**src/rtl/midi_pkg.sv**
```systemverilog
// Shared MIDI definitions: nominal line rate and the receiver state encoding.
package midi_pkg;

  localparam int unsigned MIDI_BAUD = 31250;

  typedef enum logic [1:0] {
    IDLE,
    START,
    DATA,
    STOP
  } rx_state_t;

endpackage

```
**src/rtl/sync2.sv**
```systemverilog
// Two-flop metastability synchronizer for an asynchronous input.
// Both flops clear to 1 so an idle-high line never looks active out of reset.
module sync2 (
  input  logic clk,
  input  logic clr_n,
  input  logic d,
  output logic q
);

  logic meta;

  always_ff @(posedge clk or negedge clr_n) begin
    if (!clr_n) begin
      meta <= 1'b1;
      q    <= 1'b1;
    end else begin
      meta <= d;
      q    <= meta;
    end
  end

endmodule

```
**src/rtl/midi_uart_rx.sv**
```systemverilog
// MIDI 8N1 receiver: oversamples the synchronized line, samples mid-bit and
// emits each good byte with a one-cycle valid strobe; bad stop bits pulse frame_err.
module midi_uart_rx
  import midi_pkg::*;
#(
  parameter int unsigned CLK_HZ       = 50_000_000,
  parameter int unsigned BAUD         = MIDI_BAUD,
  parameter int unsigned CLKS_PER_BIT = CLK_HZ / BAUD
) (
  input  logic       clk,
  input  logic       clr_n,
  input  logic       rx,
  output logic [7:0] data,
  output logic       valid,
  output logic       frame_err,
  output logic       busy
);

  localparam int unsigned CW = $clog2(CLKS_PER_BIT);
  localparam logic [CW-1:0] HALF_LOAD = CW'(CLKS_PER_BIT / 2 - 1);
  localparam logic [CW-1:0] FULL_LOAD = CW'(CLKS_PER_BIT - 1);

  logic          rxs;
  rx_state_t     state, state_d;
  logic [CW-1:0] cnt, cnt_d;
  logic [2:0]    idx, idx_d;
  logic [7:0]    sh, sh_d;
  logic [7:0]    data_d;
  logic          valid_d, ferr_d;

  sync2 u_sync (
    .clk  (clk),
    .clr_n(clr_n),
    .d    (rx),
    .q    (rxs)
  );

  always_ff @(posedge clk or negedge clr_n) begin
    if (!clr_n) begin
      state     <= IDLE;
      cnt       <= '0;
      idx       <= '0;
      sh        <= '0;
      data      <= '0;
      valid     <= 1'b0;
      frame_err <= 1'b0;
    end else begin
      state     <= state_d;
      cnt       <= cnt_d;
      idx       <= idx_d;
      sh        <= sh_d;
      data      <= data_d;
      valid     <= valid_d;
      frame_err <= ferr_d;
    end
  end

  always_comb begin
    state_d = state;
    cnt_d   = cnt;
    idx_d   = idx;
    sh_d    = sh;
    data_d  = data;
    valid_d = 1'b0;
    ferr_d  = 1'b0;
    case (state)
      IDLE: begin
        if (!rxs) begin
          cnt_d   = HALF_LOAD;
          state_d = START;
        end
      end
      START: begin
        if (cnt != '0) begin
          cnt_d = cnt - CW'(1);
        end else if (rxs) begin
          state_d = IDLE;
        end else begin
          cnt_d   = FULL_LOAD;
          idx_d   = '0;
          state_d = DATA;
        end
      end
      DATA: begin
        if (cnt != '0) begin
          cnt_d = cnt - CW'(1);
        end else begin
          sh_d[idx] = rxs;
          cnt_d     = FULL_LOAD;
          idx_d     = idx + 3'd1;
          if (idx == 3'd7) state_d = STOP;
        end
      end
      STOP: begin
        if (cnt != '0) begin
          cnt_d = cnt - CW'(1);
        end else begin
          // Back to IDLE at mid-stop so a following start edge is not missed.
          if (rxs) begin
            data_d  = sh;
            valid_d = 1'b1;
          end else begin
            ferr_d = 1'b1;
          end
          state_d = IDLE;
        end
      end
      default: state_d = IDLE;
    endcase
  end

  assign busy = (state != IDLE);

endmodule
```
**config.mk**
```make
export PLATFORM = sky130hd
export DESIGN_NAME = midi_uart_rx
export DESIGN_NICKNAME = d
export VERILOG_FILES = /design/src/rtl/midi_pkg.sv /design/src/rtl/sync2.sv /design/src/rtl/midi_uart_rx.sv
export SDC_FILE = /design/constraint.sdc
export NUM_CORES = 1
export LEC_CHECK = 0
export ABC_AREA = 1
export BUFFER_PORTS_ARGS = -buffer_cell sky130_fd_sc_hd__buf_2
export CAP_MARGIN = 20
export CORE_UTILIZATION = 45
export CTS_CLUSTER_DIAMETER = 200
export CTS_CLUSTER_SIZE = 40
export DETAILED_ROUTE_END_ITERATION = 6
export PLACE_DENSITY = 0.61
export SLEW_MARGIN = 0
export SYNTH_ARGS = -nofsm -noshare
export SYNTH_HDL_FRONTEND = slang
export SYNTH_SLANG_ARGS = --single-unit
```
**constraint.sdc**
```tcl
create_clock -name clk -period 2.2 [get_ports clk]
set_input_delay 0.33 -clock clk [delete_from_list [all_inputs] [get_ports clk]]
set_output_delay 0.33 -clock clk [all_outputs]
set_load 0.02 [all_outputs]
```
== Word-level counts from Yosys, hierarchy flattened ==
Index checks and enable logic that the tools add are counted.
Widths: inputs -> output; s select.

* $add $sub $neg: 2
* $lt $le $gt $ge: 2
* Eq/ne operators: 12
* Multiplexer cells: 26
* Bitwise gates (word level): 1
* Reduce and logical (&&, ||, !) cells: 10

{| class="wikitable"
|+ Operator list
! kind !! number
|-
| $mux 11 || 5
|-
| $pmux 11 s4 || 1
|-
| $ne 2x2->1 const B || 7
|-
| $mux 2 || 6
|-
| $reduce_bool 11->1 || 1
|-
| $sub 11x1->11 const B || 1
|-
| $mux 3 || 3
|-
| $bwmux 8 || 1
|-
| $pmux 2 s4 || 1
|-
| $mux 1 || 7
|-
| $pmux 3 s2 || 1
|-
| $reduce_and 3->1 || 2
|-
| $reduce_and 5->1 || 1
|-
| $eq 2x2->1 const B || 2
|-
| $lt 3x4->1 const B || 1
|-
| $reduce_and 4->1 || 1
|-
| $reduce_bool 2->1 || 2
|-
| $add 3x1->3 const B || 1
|-
| $demux 1 s3 || 1
|-
| $eq 3x3->1 const B || 1
|-
| $ge 3x1->1 const B || 1
|-
| $ne 3x3->1 const B || 1
|-
| $eq 2x1->1 const B || 1
|-
| $logic_not 2->1 || 1
|-
| other kinds (3) || 3
|}

* Register bits: 36
* Input bits: 3
* Logic and storage cells: 62

== Longest topological paths before layout ==
Gate-level depths: netlist (run 1).

* Word-level depth: 5
* Depth in mapped cells: 11

== Hierarchy ==
A second synthesis (run 1) with hierarchy kept.

* Cells, all modules: 237
* Area total of the unflattened synthesis: 1961.9 um2

{| class="wikitable"
|+ Modules (own cells, without submodules)
! module !! instances !! cells an instance !! area each (um2) !! sequential area each (um2)
|-
| midi_uart_rx || 1 || 235 || 1909.3 || 850.8
|-
| sync2 || 1 || 2 || 52.6 || 52.6
|}

== Worst setup path after synthesis (run 1) ==
OpenSTA, ideal clock, no wires.

* Path type: register to register
* Start: register cnt[0]
* End: register sh[1]
* Arrival time: 1.411 ns
* Data required time: 2.073 ns
* Setup slack: 0.662 ns
* Stages on the path, launching flop included: 11
* Buffers on the path: 1
* Cells stage by stage: dfrtp_1 -> inv_1 -> ha_1 -> inv_1 -> nor2_1 -> nand2_4 -> nor2_4 -> buf_4 -> nand3_1 -> nand2_1 -> o21ai_1

* Cells in the longest elaborated chain, start to end: 3

{| class="wikitable"
|+ RTL lines
! what !! line !! text
|-
| start, declared || midi_uart_rx.sv:25 || <nowiki>logic [CW-1:0] cnt, cnt_d;</nowiki>
|-
| start signal, assigned || midi_uart_rx.sv:49 || <nowiki>cnt <= cnt_d;</nowiki>
|-
| $reduce_bool 11->1 || midi_uart_rx.sv:85 || <nowiki>if (cnt != '0) begin</nowiki>
|-
| $not 1->1 (no line) || n/a ||
|-
| $reduce_and 2->1 (no line) || n/a ||
|-
| end signal, assigned || midi_uart_rx.sv:43 || <nowiki>sh <= '0;</nowiki>
|-
| end signal, assigned || midi_uart_rx.sv:51 || <nowiki>sh <= sh_d;</nowiki>
|-
| end, declared || midi_uart_rx.sv:27 || <nowiki>logic [7:0] sh, sh_d;</nowiki>
|}

No other way between the ends.
A chain may end at the register's enable or synchronous reset.

== Final worst setup path (run 1) ==
* Start: register cnt[0]
* End: register cnt[1]

* Cells in the longest elaborated chain, start to end: 3

{| class="wikitable"
|+ RTL lines
! what !! line !! text
|-
| $sub 11x1->11 or $reduce_bool 11->1 (tied branches) || n/a ||
|-
| $mux 11, or another cell as far along || midi_uart_rx.sv:95 || <nowiki>if (cnt != '0) begin</nowiki>
|-
| $pmux 11 s4 or $reduce_and 3->1 (tied branches) || n/a ||
|}

Parallel ways exist; a longest one is shown, timed or not. The select of a mux whose other input is x is not followed.

==> results summary, run 1 <==
The run finished with clean final reports. The count of final hold-check violations is 0. The overall power consumption came out at about 1.2 mW. In this run the deepest clock path goes through 2 buffers. The critical path data required time is roughly 2.4 ns. The data arrival time of the critical path is about 1.9 ns.

The kind of path behind the tightest hold check is in -> async. The first detailed-routing pass took 5 iterations. TritonCTS built the clock tree. The post-cts gate resize count came out at 0. The worst clock skew is approximately 0.0080 ns. Broken down by cell family, the worst path's largest delay share belongs to simple AND/OR/NAND/NOR gates. The count of cell types in the netlist is 24.

The headroom to the max-slew limit is 47.5%. The largest incremental delay on the critical path came out at 0.37 ns. The number of global-route vias before repair is 1358. The initial antenna violation count came out at 0. The critical path in this run is classified as reg -> reg.

Wires add up to about 3.5 mm. The height of the die is ~67 um. The number of nets in the layout is around 270.

Including well taps, the total number of placed cells is between 200 and 300. The final core utilization came out at a little over half. Summed over all layers, the global routing overflow is 0. TritonCTS created 5 clock buffers. The floorplan step defined a core boundary enclosing 4030 sq um. The clock network accounts for just over 40% of the total power. The peak fanout along the critical path came out at 8.

The maximum vdd ir drop came out at 0.320 mV. Routability-driven placement finished with a final weighted congestion of roughly 0.85. CTS saw 36 sinks. The port buffer count is 13.

Summed over all instances, the cell type with the most area after synthesis is sky130_fd_sc_hd__dfrtp_1. STA classifies the critical path startpoint as a flip-flop. The first global-routing pass estimated slightly above 6 mm of wire. The number of routed nets with antenna violations came out at 0. The highest achievable clock rate came out at roughly 580 MHz. Counting both buffers and inverters, the worst setup path holds a total of 2. Across the run, the number of max-cap violations was 0. After layout, the minimum clock period comes to between 1.5 and 2 ns. The count of warnings emitted by yosys came out at 0. Cells with a size suffix above 1 make up roughly 15% of the layout. The detailed placement HPWL is between 2 and 3 mm. Setup repair after global routing left no endpoint under its margin. At the pin with the least slew margin, the transition time is about 0.79 ns.

Synthesis produced a netlist whose cell count is 236. Setup violations remaining at the end of the flow were counted as 0. The cell with the largest stage delay on the worst path is sky130_fd_sc_hd__dfrtp_1. Dividing the final minimum period by the clock period gives about four fifths. The growth of design area from synthesis to finish is 11.0%.

The number of antenna diodes in the final layout is 0. For this run, the total global-route usage over all layers was measured as roughly a fifth. Sorting the synthesized cells by area gives the leading types as sky130_fd_sc_hd__dfrtp_1, sky130_fd_sc_hd__nand2_1, sky130_fd_sc_hd__nand3_1. The signal on the critical path passes through inv_1 > ha_1 > inv_1 > nor2_1 > nand3_1 > o21ai_0 > nor2_1 > a21oi_1. Counting flops and latches in the post-synthesis netlist gives 36. The clock root buffer is sky130_fd_sc_hd__clkbuf_8. Combinational logic burns 1.6% of the power. The sequential cell fraction of total power came out at between 50 and 60%. The worst setup path is captured at a flip-flop. The sequential fraction of the synthesis area came out at between 40 and 50%.

The synthesized design devotes to its leading area cell type around 45% of total area. The internal portion of the total power is 0.887 mW. The average size of a mapped cell came out at about 8.0 sq um. Of the total power, the share spent switching nets is between 20 and 25%. The number of nets in the synthesized netlist came out at about 250. Summing over every cut layer, the via total after detailed routing is around 1500. The number of DRC violations after detailed-routing iteration 0 is 140.

After clock tree synthesis, the setup repair step added 0 buffers. The routed via count divided by cell count came out at between 4 and 5. After detailed routing, the average wire length per cell comes to around 12 um.

In this run the power spent charging and discharging nets is 0.265 mW. The maximum level of the CTS H-tree came out at 2. Row generation in the floorplan step produced 23 rows. Entering global routing, the biggest net connects 37 pins. The total power per unit cell area came out at 549 nW/um^2. Summed over all failing endpoints, the final setup total negative slack is 0 ns. The clock slew seen by the registers of the worst setup and hold paths is roughly 0.080 ns. The count of placed standard cells in the final layout, fillers left out came out at 306.

The final routed DRC violation total is 0. The count of hold buffers inserted by post-cts repair came out at 0. The initial standard-cell utilization of the core came out at 47.0%. The static leakage power is 1.14 nW. The insertion delay to the later sink of the worst-skew pair came out at roughly 0.29 ns. The number of top-level pins came out at 14. The die width is ~67 um. The count of pins over their slew limit came out at 0.

The die covers between 4000 and 5000 sq um. In this run the cell area of the synthesized design comes to between 1500 and 2000 sq um.
==> final timing paths <==
| path | from | to | depth (start not counted) | slack [ns] |
|---|---|---|---|---|
| min in group clk | rx | u_sync.meta | 1 | 0.13 |
| max reg2reg | cnt[0] | cnt[1] | 8 | 0.48 |
| min | clr_n | data[4] | 1 | 0.11 |
| min reg2reg | u_sync.meta | u_sync.q | 0 | 0.36 |
| max in group asynchronous | clr_n | asynchronous set/reset pin | 1 | 1.58 |
| max | cnt[0] | cnt[1] | 8 | 0.48 |
==> power by group through the flow <==
stage / combinational, mW / clock (mW) / sequential (mW)
detailed placement: 0.0199 / 0 / 0.680
CTS: 0.0199 / 0.481 / 0.667
finish: 0.0185 / 0.467 / 0.667
floorplan: 0.00352 / 0 / 0.679
global route: 0.0222 / 0.510 / 0.667
global placement: 0.0199 / 0 / 0.680
==> kinds of logic (layout without fill, tap and decap cells) <==
| kind of cell | Yosys count | count (layout) | share of synthesized area, % |
|---|---|---|---|
| buffers and inverters | 29 | 49 | 5.95 |
| AND/OR/NAND/NOR | 130 | 130 | 30.8 |
| adder cells (fa/ha/maj) | 9 | 9 | 5.95 |
| flip-flops | 36 | 36 | 47.8 |
| AO/OA/AOI/OAI | 29 | 29 | 8.14 |
| XOR/XNOR | 3 | 3 | 1.39 |
==> flip-flops by register name, indices dropped and copies added (netlist names), named ones only <==
register	cells
idx	3
valid	1
u_sync.meta	1
frame_err	1
state	1
sh	8
cnt	11
data	8
u_sync.q	1
==> cells in the final DEF, fill, tap and decap left out, drive strengths merged <==
master | synthesis | routed
buf | 1 | 13
o21a | 1 | 1
a31oi | 1 | 1
a21oi | 9 | 9
nand4 | 3 | 3
dfstp | 2 | 2
nor3 | 1 | 1
clkbuf | 0 | 5
nand2 | 75 | 75
nand3 | 25 | 25
ha | 9 | 9
o21ai | 16 | 16
nor2 | 26 | 26
xor2 | 3 | 3
o21bai | 2 | 2
clkinv | 0 | 3
dfrtp | 34 | 34
inv | 28 | 28
==> through the flow <==
step	instance area (sq um)	hold slack (ns)	worst slack, ns
after floorplan	1890	0.0344	0.662
after global placement	2010	0.345	0.506
after detailed placement	2010	0.349	0.493
after CTS	2100	0.125	0.472
after global routing	2100	0.123	0.290
final	2100	0.109	0.478
==> area by class of cell <==
cell class	count	area [sq um]
clock buffer	5	68.8
multi-input combinational	171	876
fill	396	1930
clock inverter	3	18.8
tap	50	62.6
inverter	28	105
timing repair buffer	13	65.1
sequential	36	903
==> layer usage <==
| layer | share of wire [%] | GRT usage, % |
|---|---|---|
| met2 | 40 | 26.8 |
| met5 | 0 | 0 |
| met4 | 2.4 | 8.24 |
| met3 | 3.5 | 4.97 |
| met1 | 54 | 26.5 |
==> synth_stat cells <==
cell type                  count
sky130_fd_sc_hd__nor2_1       22
sky130_fd_sc_hd__o21a_1        1
sky130_fd_sc_hd__nand2_2       2
sky130_fd_sc_hd__nand2_1      72
sky130_fd_sc_hd__nand3_4       1
sky130_fd_sc_hd__nand3_1      23
sky130_fd_sc_hd__inv_1        21
sky130_fd_sc_hd__nor2_2        1
sky130_fd_sc_hd__o21ai_1      12
sky130_fd_sc_hd__a31oi_1       1
sky130_fd_sc_hd__a21oi_1       9
sky130_fd_sc_hd__dfrtp_1      34
sky130_fd_sc_hd__o21bai_1      2
sky130_fd_sc_hd__ha_1          9
sky130_fd_sc_hd__xor2_1        3
sky130_fd_sc_hd__nand3_2       1
sky130_fd_sc_hd__inv_2         7
sky130_fd_sc_hd__nand2_4       1
sky130_fd_sc_hd__dfstp_2       2
sky130_fd_sc_hd__nor2_4        3
sky130_fd_sc_hd__nand4_1       3
sky130_fd_sc_hd__buf_4         1
sky130_fd_sc_hd__o21ai_0       4
sky130_fd_sc_hd__nor3_1        1
Power figures use the tool's default switching activity.
==> run 2, diff against run 1 <==
Clock period 2.2 ns to 1.7 ns, I/O delays scaled along.
==> results summary, run 2 (synthesis results as in run 1) <==
The launching element type of the critical path is a flip-flop. The static leakage power is 1.19 nW (+4.2%). The total global-route track usage came to 19.4% (+0.56 points).

The total core area came out at 4030 sq um (unchanged). The run finished with clean final reports. The highest achievable clock rate came out at 636 MHz (+9.5%). The layout cell share with drive strength beyond 1 is 18.0% (+2.7 points). The detailed-route via count was 1545 (+4.0%). The global-route met3 utilization came out at 4.11% (-0.86 points). The total power per unit cell area came out at 667 nW/um^2 (+22%).

Setup repair after global routing could not meet its margin everywhere. The final routed DRC violation total came out at 0 (unchanged). The combinational fraction of design power came out at 2.1% (+0.5 points). The headroom to the max-slew limit is 70.1% (+23 points).

The largest incremental delay on the critical path came out at 0.42 ns (+0.05 ns). The total non-filler cell area in the finished layout came out at 2200 sq um (+4.8%). The overall overflow remaining after global route was 0 (unchanged). The number of routed nets with antenna violations is 0 (unchanged). The overall power consumption came to 1.47 mW (+27%). The maximum level of the CTS H-tree is 2 (unchanged). The port buffer count came to 13 (unchanged). The number of clock sinks came to 36 (unchanged). The number of global-route vias before repair is 1433 (+5.5%). The worst clock skew came to 0.00682 ns (-0.00118 ns). The worst slack at placement is 0.0799 ns (-0.413 ns). The sequential cell fraction of total power came to 58.8% (+0.9 points). The data arrival time of the critical path came out at 1.74 ns (-0.19 ns). The number of DRC violations after detailed-routing iteration 0 is 80 (-43%). The critical path data required time is 1.87 ns (-0.54 ns). The met1 usage in global routing came out at 28.8% (+2.4 points). The routed wire length was 3.61 mm (+2.4%). The final core utilization is 54.6% (+2.5 points). In the layout the commonest cells are sky130_fd_sc_hd__nand2_1, sky130_fd_sc_hd__dfrtp_1, sky130_fd_sc_hd__nand3_1, sky130_fd_sc_hd__inv_1, sky130_fd_sc_hd__nor2_1. The total setup violations reported at the end of the flow came out at 0 (unchanged). The cell count after placement is 305 (+2.3%). The routed wire length per instance came out at 11.4 um (-1.2%).

The number of buffers on the longest clock path is 2 (unchanged). The peak fanout along the critical path is 7 (-1). The wire length of the first global-routing pass is 6.49 mm (+5.4%). The max-capacitance violation count came out at 0 (unchanged).

The library cell used most frequently in the layout, excluding fill and tap cells, is sky130_fd_sc_hd__nand2_1. The number of top-level pins is 14 (unchanged). Ranked by flip-flop count, first place goes to cnt. The full die area came to 4470 sq um (unchanged).

The routability-driven placement congestion ratio came out at 0.856 (+0.99%). The clock network power share is 39.0% (-1.5 points). The busiest metal layer after global routing is met1. The largest registers in the layout are cnt: 11 flops, data: 8 flops, sh: 8 flops. The number of rows created at floorplan came out at 23 (unchanged). The die width is 66.8 um (unchanged). The number of buffers created by CTS came to 5 (unchanged). The switching power summed over all nets came out at 0.311 mW (+17%). The final critical-path share of the clock period came out at 92.5% (+14 points). The shortest clock period the worst path allows after layout came out at 1.57 ns (-0.149 ns). The placed instance area is 2080 sq um (+3.2%). The largest net degree at the start of global routing is 20 (-46%). Walking the worst path, the cells encountered are ha_1 > inv_1 > nand2_1 > nand3_1 > nand3_2 > nor2_1 > a21oi_1. The cell with the largest stage delay on the worst path is sky130_fd_sc_hd__dfrtp_1. The maximum vdd ir drop is 0.366 mV (+14%). The detailed placement HPWL came to 2.64 mm (+3.7%). The count of pins over their slew limit came out at 0 (unchanged). The kind of path behind the tightest hold check is in -> reg. The number of flip-flops in the largest register came out at 11 (unchanged). The routed via count divided by cell count came out at 4.87 (+0.36%). The insertion delay to the later sink of the worst-skew pair came out at 0.28 ns (about the same). The CTS tree is yes. The capturing element type of the critical path is a flip-flop. The count of final hold-check violations was 0 (unchanged).

The height of the die came out at 66.8 um (unchanged). The initial standard-cell utilization of the core came out at 47.0% (unchanged). The number of search-and-repair iterations in the first detailed-routing pass came out at 4 (-1).

The initial antenna violation count is 0 (unchanged). The global routing met2 resource utilization came to 27.4% (+0.63 points). The clock slew seen by the registers of the worst setup and hold paths is 0.07 ns (about the same). The clock root buffer is sky130_fd_sc_hd__clkbuf_8.

The antenna diode count came out at 0 (unchanged). The number of nets in the layout is 278 (+4.1%). The internal power contribution came out at 1.16 mW (+30%). The critical path in this run is classified as reg -> reg. The count of placed standard cells in the final layout, fillers left out came out at 317 (+3.6%).

The growth of design area from synthesis to finish is 16.3%. The net switching share of the total power is 21.2% (-1.8 points). The worst-case setup margin in the final layout is 0.127 ns (-0.351 ns). The worst-margin pin slew is 0.448 ns (-0.340 ns).
-- run 2: changes by cell type in the layout (fill, tap and decap cells not counted), sizes merged --
cell / delta
clkinv: -2
dlygate4sd3: +1
clkbuf: +2
nor2: +1
buf: +9
-- run 2: layout make-up --
type	count	area, sq um
clock buffer	7	76.3
clock inverter	1	5.00
fill	414	1830
inverter	28	108
multi-input combinational	172	890
sequential	36	903
tap	50	62.6
timing repair buffer	23	155
-- run 2: worst paths after layout --
| kind | start | endpoint | slack, ns | depth (start not counted) |
|---|---|---|---|---|
| max | state[0] | cnt[9] | 0.13 | 7 |
| min | rx | u_sync.meta | 0.07 | 1 |
| max reg2reg | state[0] | cnt[9] | 0.13 | 7 |
| min reg2reg | u_sync.meta | u_sync.q | 0.36 | 0 |
| max in group asynchronous | clr_n | cnt[5] | 0.81 | 3 |
| min in group asynchronous | clr_n | data[4] | 0.44 | 2 |
-- run 2: through the flow --
step / hold slack, ns / TNS, ns
5_1_grt: 0.0640 / -0.115
3_5_place_dp: 0.225 / 0
3_3_place_gp: 0.220 / 0
2_1_floorplan: -0.0406 / 0
4_1_cts: 0.0614 / 0
6_report: 0.0720 / 0
-- run 2: routing by layer --
layer	routed length [um]	vias up
met4	55	0
met2	1490	27
li1	-	811
met1	1930	701
met5	0	-
met3	137	6
-- run 2: worst max-delay path: cells and delay by family (launching register included) --
family                   cells  cell delay [ns]
AND/OR/NAND/NOR              4             0.57
flip-flops                   1             0.42
adder cells (fa/ha/maj)      1             0.27
buffers and inverters        1             0.13
AO/OA/AOI/OAI                1             0.07
-- run 2: power groups by stage --
| stage | Combinational (mW) | Clock [mW] | Sequential, mW |
|---|---|---|---|
| 2_1_floorplan | 0.00455 | 0 | 0.879 |
| 3_3_place_gp | 0.0311 | 0 | 0.880 |
| 3_5_place_dp | 0.0313 | 0 | 0.880 |
| 4_1_cts | 0.0331 | 0.605 | 0.863 |
| 5_1_grt | 0.0365 | 0.627 | 0.863 |
| 6_report | 0.0312 | 0.573 | 0.864 |
-- run 2: repair_timing --
| action | in CTS | in global routing |
|---|---|---|
| hold buffers | 1 | 0 |
| buffers inserted | 0 | 2 |
| hold endpoints to repair | 16 | 0 |
| gates resized for setup | 0 | 3 |
| setup endpoints to repair | 0 | 26 |
==> run 3, diff against run 2 <==
Settings changed: PLACE_DENSITY 0.61 to 0.63.
Clock period 1.7 ns to 1.4 ns, I/O delays scaled along.
==> results summary, run 3 (synthesis results as in run 1) <==
The count of pins over their slew limit came out at 0 (unchanged). The area used by multi-input combinational logic came out at 1070 sq um (+21%). The clock slew seen by the registers of the worst setup and hold paths came out at 0.08 ns (about the same).

The top cell types in the final layout, fill and taps aside, are sky130_fd_sc_hd__nand2_1, sky130_fd_sc_hd__dfrtp_1, sky130_fd_sc_hd__buf_4, sky130_fd_sc_hd__nor2_1, sky130_fd_sc_hd__nand3_2. The wire length of the first global-routing pass is 7.25 mm (+12%). The largest incremental delay on the critical path is 0.40 ns (-0.02 ns). The number of top-level pins is 14 (unchanged).

The cell count after placement came to 330 (+8.2%). The data arrival time of the critical path is 1.66 ns (-0.08 ns). The full die area is 4470 sq um (unchanged).

TritonCTS built the clock tree. The port buffer count came out at 13 (unchanged). The number of rows created at floorplan came out at 23 (unchanged). The kind of path behind the tightest hold check is in -> async. The switching power summed over all nets came out at 0.434 mW (+40%). The number of buffers on the longest clock path came out at 2 (unchanged). The height of the die is 66.8 um (unchanged). The initial antenna violation count is 0 (unchanged). The antenna diode count is 0 (unchanged). The total setup violations reported at the end of the flow is 30 (+30).

Leaving out fill and tap cells, the most frequent cell in the layout is sky130_fd_sc_hd__nand2_1. The worst setup path is launched from a flip-flop. The number of nets in the layout came to 306 (+10%). The growth of design area from synthesis to finish is 38.9%. The routed via count divided by cell count came out at 5.02 (+3.1%). The number of clock sinks was 36 (unchanged). The final reports fail on negative setup slack. In the final layout, the registers with the most flip-flops are cnt: 11 flops, data: 8 flops, sh: 8 flops. The max-capacitance violation count is 0 (unchanged). The critical path data required time is 1.57 ns (-0.30 ns).

The net switching share of the total power came out at 23.6% (+2.4 points). The detailed placement HPWL is 2.98 mm (+13%). The clock network power share came out at 40.4% (+1.4 points).

The count of placed standard cells in the final layout, fillers left out came out at 345 (+8.8%). The final critical-path share of the clock period is 107% (+14 points). STA classifies the critical path endpoint as a flip-flop. The routed wire length per instance came out at 13.1 um (+15%).

The total core area came out at 4030 sq um (unchanged). The number of DRC violations after detailed-routing iteration 0 is 139 (+74%). The number of buffers created by CTS is 5 (unchanged).

The worst-case setup margin in the final layout is -0.0930 ns (-0.220 ns). The sequential cell fraction of total power was 56.7% (-2.1 points). The initial standard-cell utilization of the core came out at 47.0% (unchanged).

The detailed-route via count came out at 1733 (+12%). The overall overflow remaining after global route is 0 (unchanged). The combinational fraction of design power came out at 2.9% (+0.8 points). The routed wire length is 4.51 mm (+25%).

Setup repair after global routing could not meet its margin everywhere. The total power per unit cell area came out at 702 nW/um^2 (+5.1%). The insertion delay to the later sink of the worst-skew pair was 0.29 ns (about the same). The headroom to the max-slew limit is 75.1% (+5.0 points).

The largest net degree at the start of global routing is 23 (+15%). The worst-margin pin slew came to 0.373 ns (-0.0745 ns). The layout cell share with drive strength beyond 1 is 40.3% (+22 points). The total negative slack for setup checks is -1.29 ns (-1.29 ns). The register with the most flip-flops is cnt. The maximum level of the CTS H-tree came out at 2 (unchanged). The final core utilization is 65.2% (+11 points).

The number of flip-flops in the largest register is 11 (unchanged). The number of global-route vias before repair came out at 1597 (+11%). The peak fanout along the critical path is 6 (-1).

The count of final hold-check violations is 0 (unchanged). The number of search-and-repair iterations in the first detailed-routing pass is 4 (unchanged). The worst clock skew is 0.00650 ns (-0.000322 ns). The static leakage power came out at 1.34 nW (+13%).

The final routed DRC violation total came out at 0 (unchanged). The path type of the worst setup path is reg -> reg. The internal power contribution is 1.41 mW (+22%). The routability-driven placement congestion ratio is 0.826 (-3.4%). The die width is 66.8 um (unchanged). The shortest clock period the worst path allows after layout came to 1.49 ns (-0.0798 ns). The highest achievable clock rate is 670 MHz (+5.3%). The number of routed nets with antenna violations is 0 (unchanged). The total of fill cells in the finished design was 340 (-18%). The maximum vdd ir drop is 0.348 mV (-4.9%). The run finished, with violations left. The area occupied by registers came out at 903 sq um (unchanged). Walking the worst path, the cells encountered are nor2_2 > nand2_2 > nor2_4 > nand2_4 > nor2_4 > nand3_2 > nand2_2 > o21ai_1. CTS placed an instance of sky130_fd_sc_hd__clkbuf_8 at the clock tree root. The largest individual stage delay along the critical path comes from the cell sky130_fd_sc_hd__dfrtp_1. The total global-route track usage is 22.3% (+2.9 points).
[run 3: area by class of cell]
cell class	instances	share of cell area, %
clock inverters	3	0.714
repair inverters	1	0.190
flip-flops and latches	36	34.4
inverters	28	4.29
repair buffers	49	14.6
clock buffers	5	2.62
well taps	50	2.38
multi-input cells	173	40.9
[run 3: layer usage]
layer | share of wire [%] | track usage, % | up-vias
met1 | 49 | 31.0 | 809
met2 | 45 | 33.1 | 38
met4 | 1.7 | 9.84 | 0
li1 | - | - | 880
met5 | 0 | 0 | -
met3 | 4.2 | 4.45 | 6
[run 3: worst max-delay path: cells and delay by family, from the launching register on]
kind / cells / cell delay (ns)
AOI/OAI and AO/OA: 1 / 0.05
DFF: 1 / 0.40
and+or+nand+nor: 7 / 0.92
[run 3: final timing paths]
check                       startpoint          end  slack [ns]  cells after the start
max in group asynchronous        clr_n  u_sync.meta        0.52                      3
min in group clk           u_sync.meta     u_sync.q        0.36                      0
hold reg to reg            u_sync.meta     u_sync.q        0.36                      0
hold / removal                   clr_n        valid        0.36                      2
setup / recovery                cnt[9]        sh[4]       -0.09                      8
setup reg to reg                cnt[9]        sh[4]       -0.09                      8
[run 3: per-stage QoR]
| stage | area [sq um] | total power [mW] | worst slack, ns | hold slack, ns |
|---|---|---|---|---|
| global placement | 2290 | 1.11 | -0.179 | 0.146 |
| floorplan | 1900 | 1.07 | 0.00666 | -0.0856 |
| detailed placement | 2290 | 1.11 | -0.179 | 0.149 |
| global route | 2630 | 1.92 | -0.201 | 0.359 |
| CTS | 2460 | 1.85 | -0.0380 | 0.00538 |
| finish | 2630 | 1.84 | -0.0930 | 0.356 |
[run 3: power groups by stage]
stage	Clock, mW	Combinational [mW]	Sequential (mW)
final	0.744	0.0536	1.05
after global routing	0.811	0.0600	1.05
after CTS	0.759	0.0491	1.05
after detailed placement	0	0.0442	1.07
after global placement	0	0.0440	1.07
after floorplan	0	0.00553	1.07
[run 3: repair_timing]
action / in CTS / in global routing
endpoints found under the setup margin: 33 / 34
pin swaps: 7 / 10
hold buffers: 1 / 1
gates cloned: 1 / 2
gates resized for setup: 25 / 32
endpoints found under the hold margin: 14 / 1
buffers inserted: 0 / 3
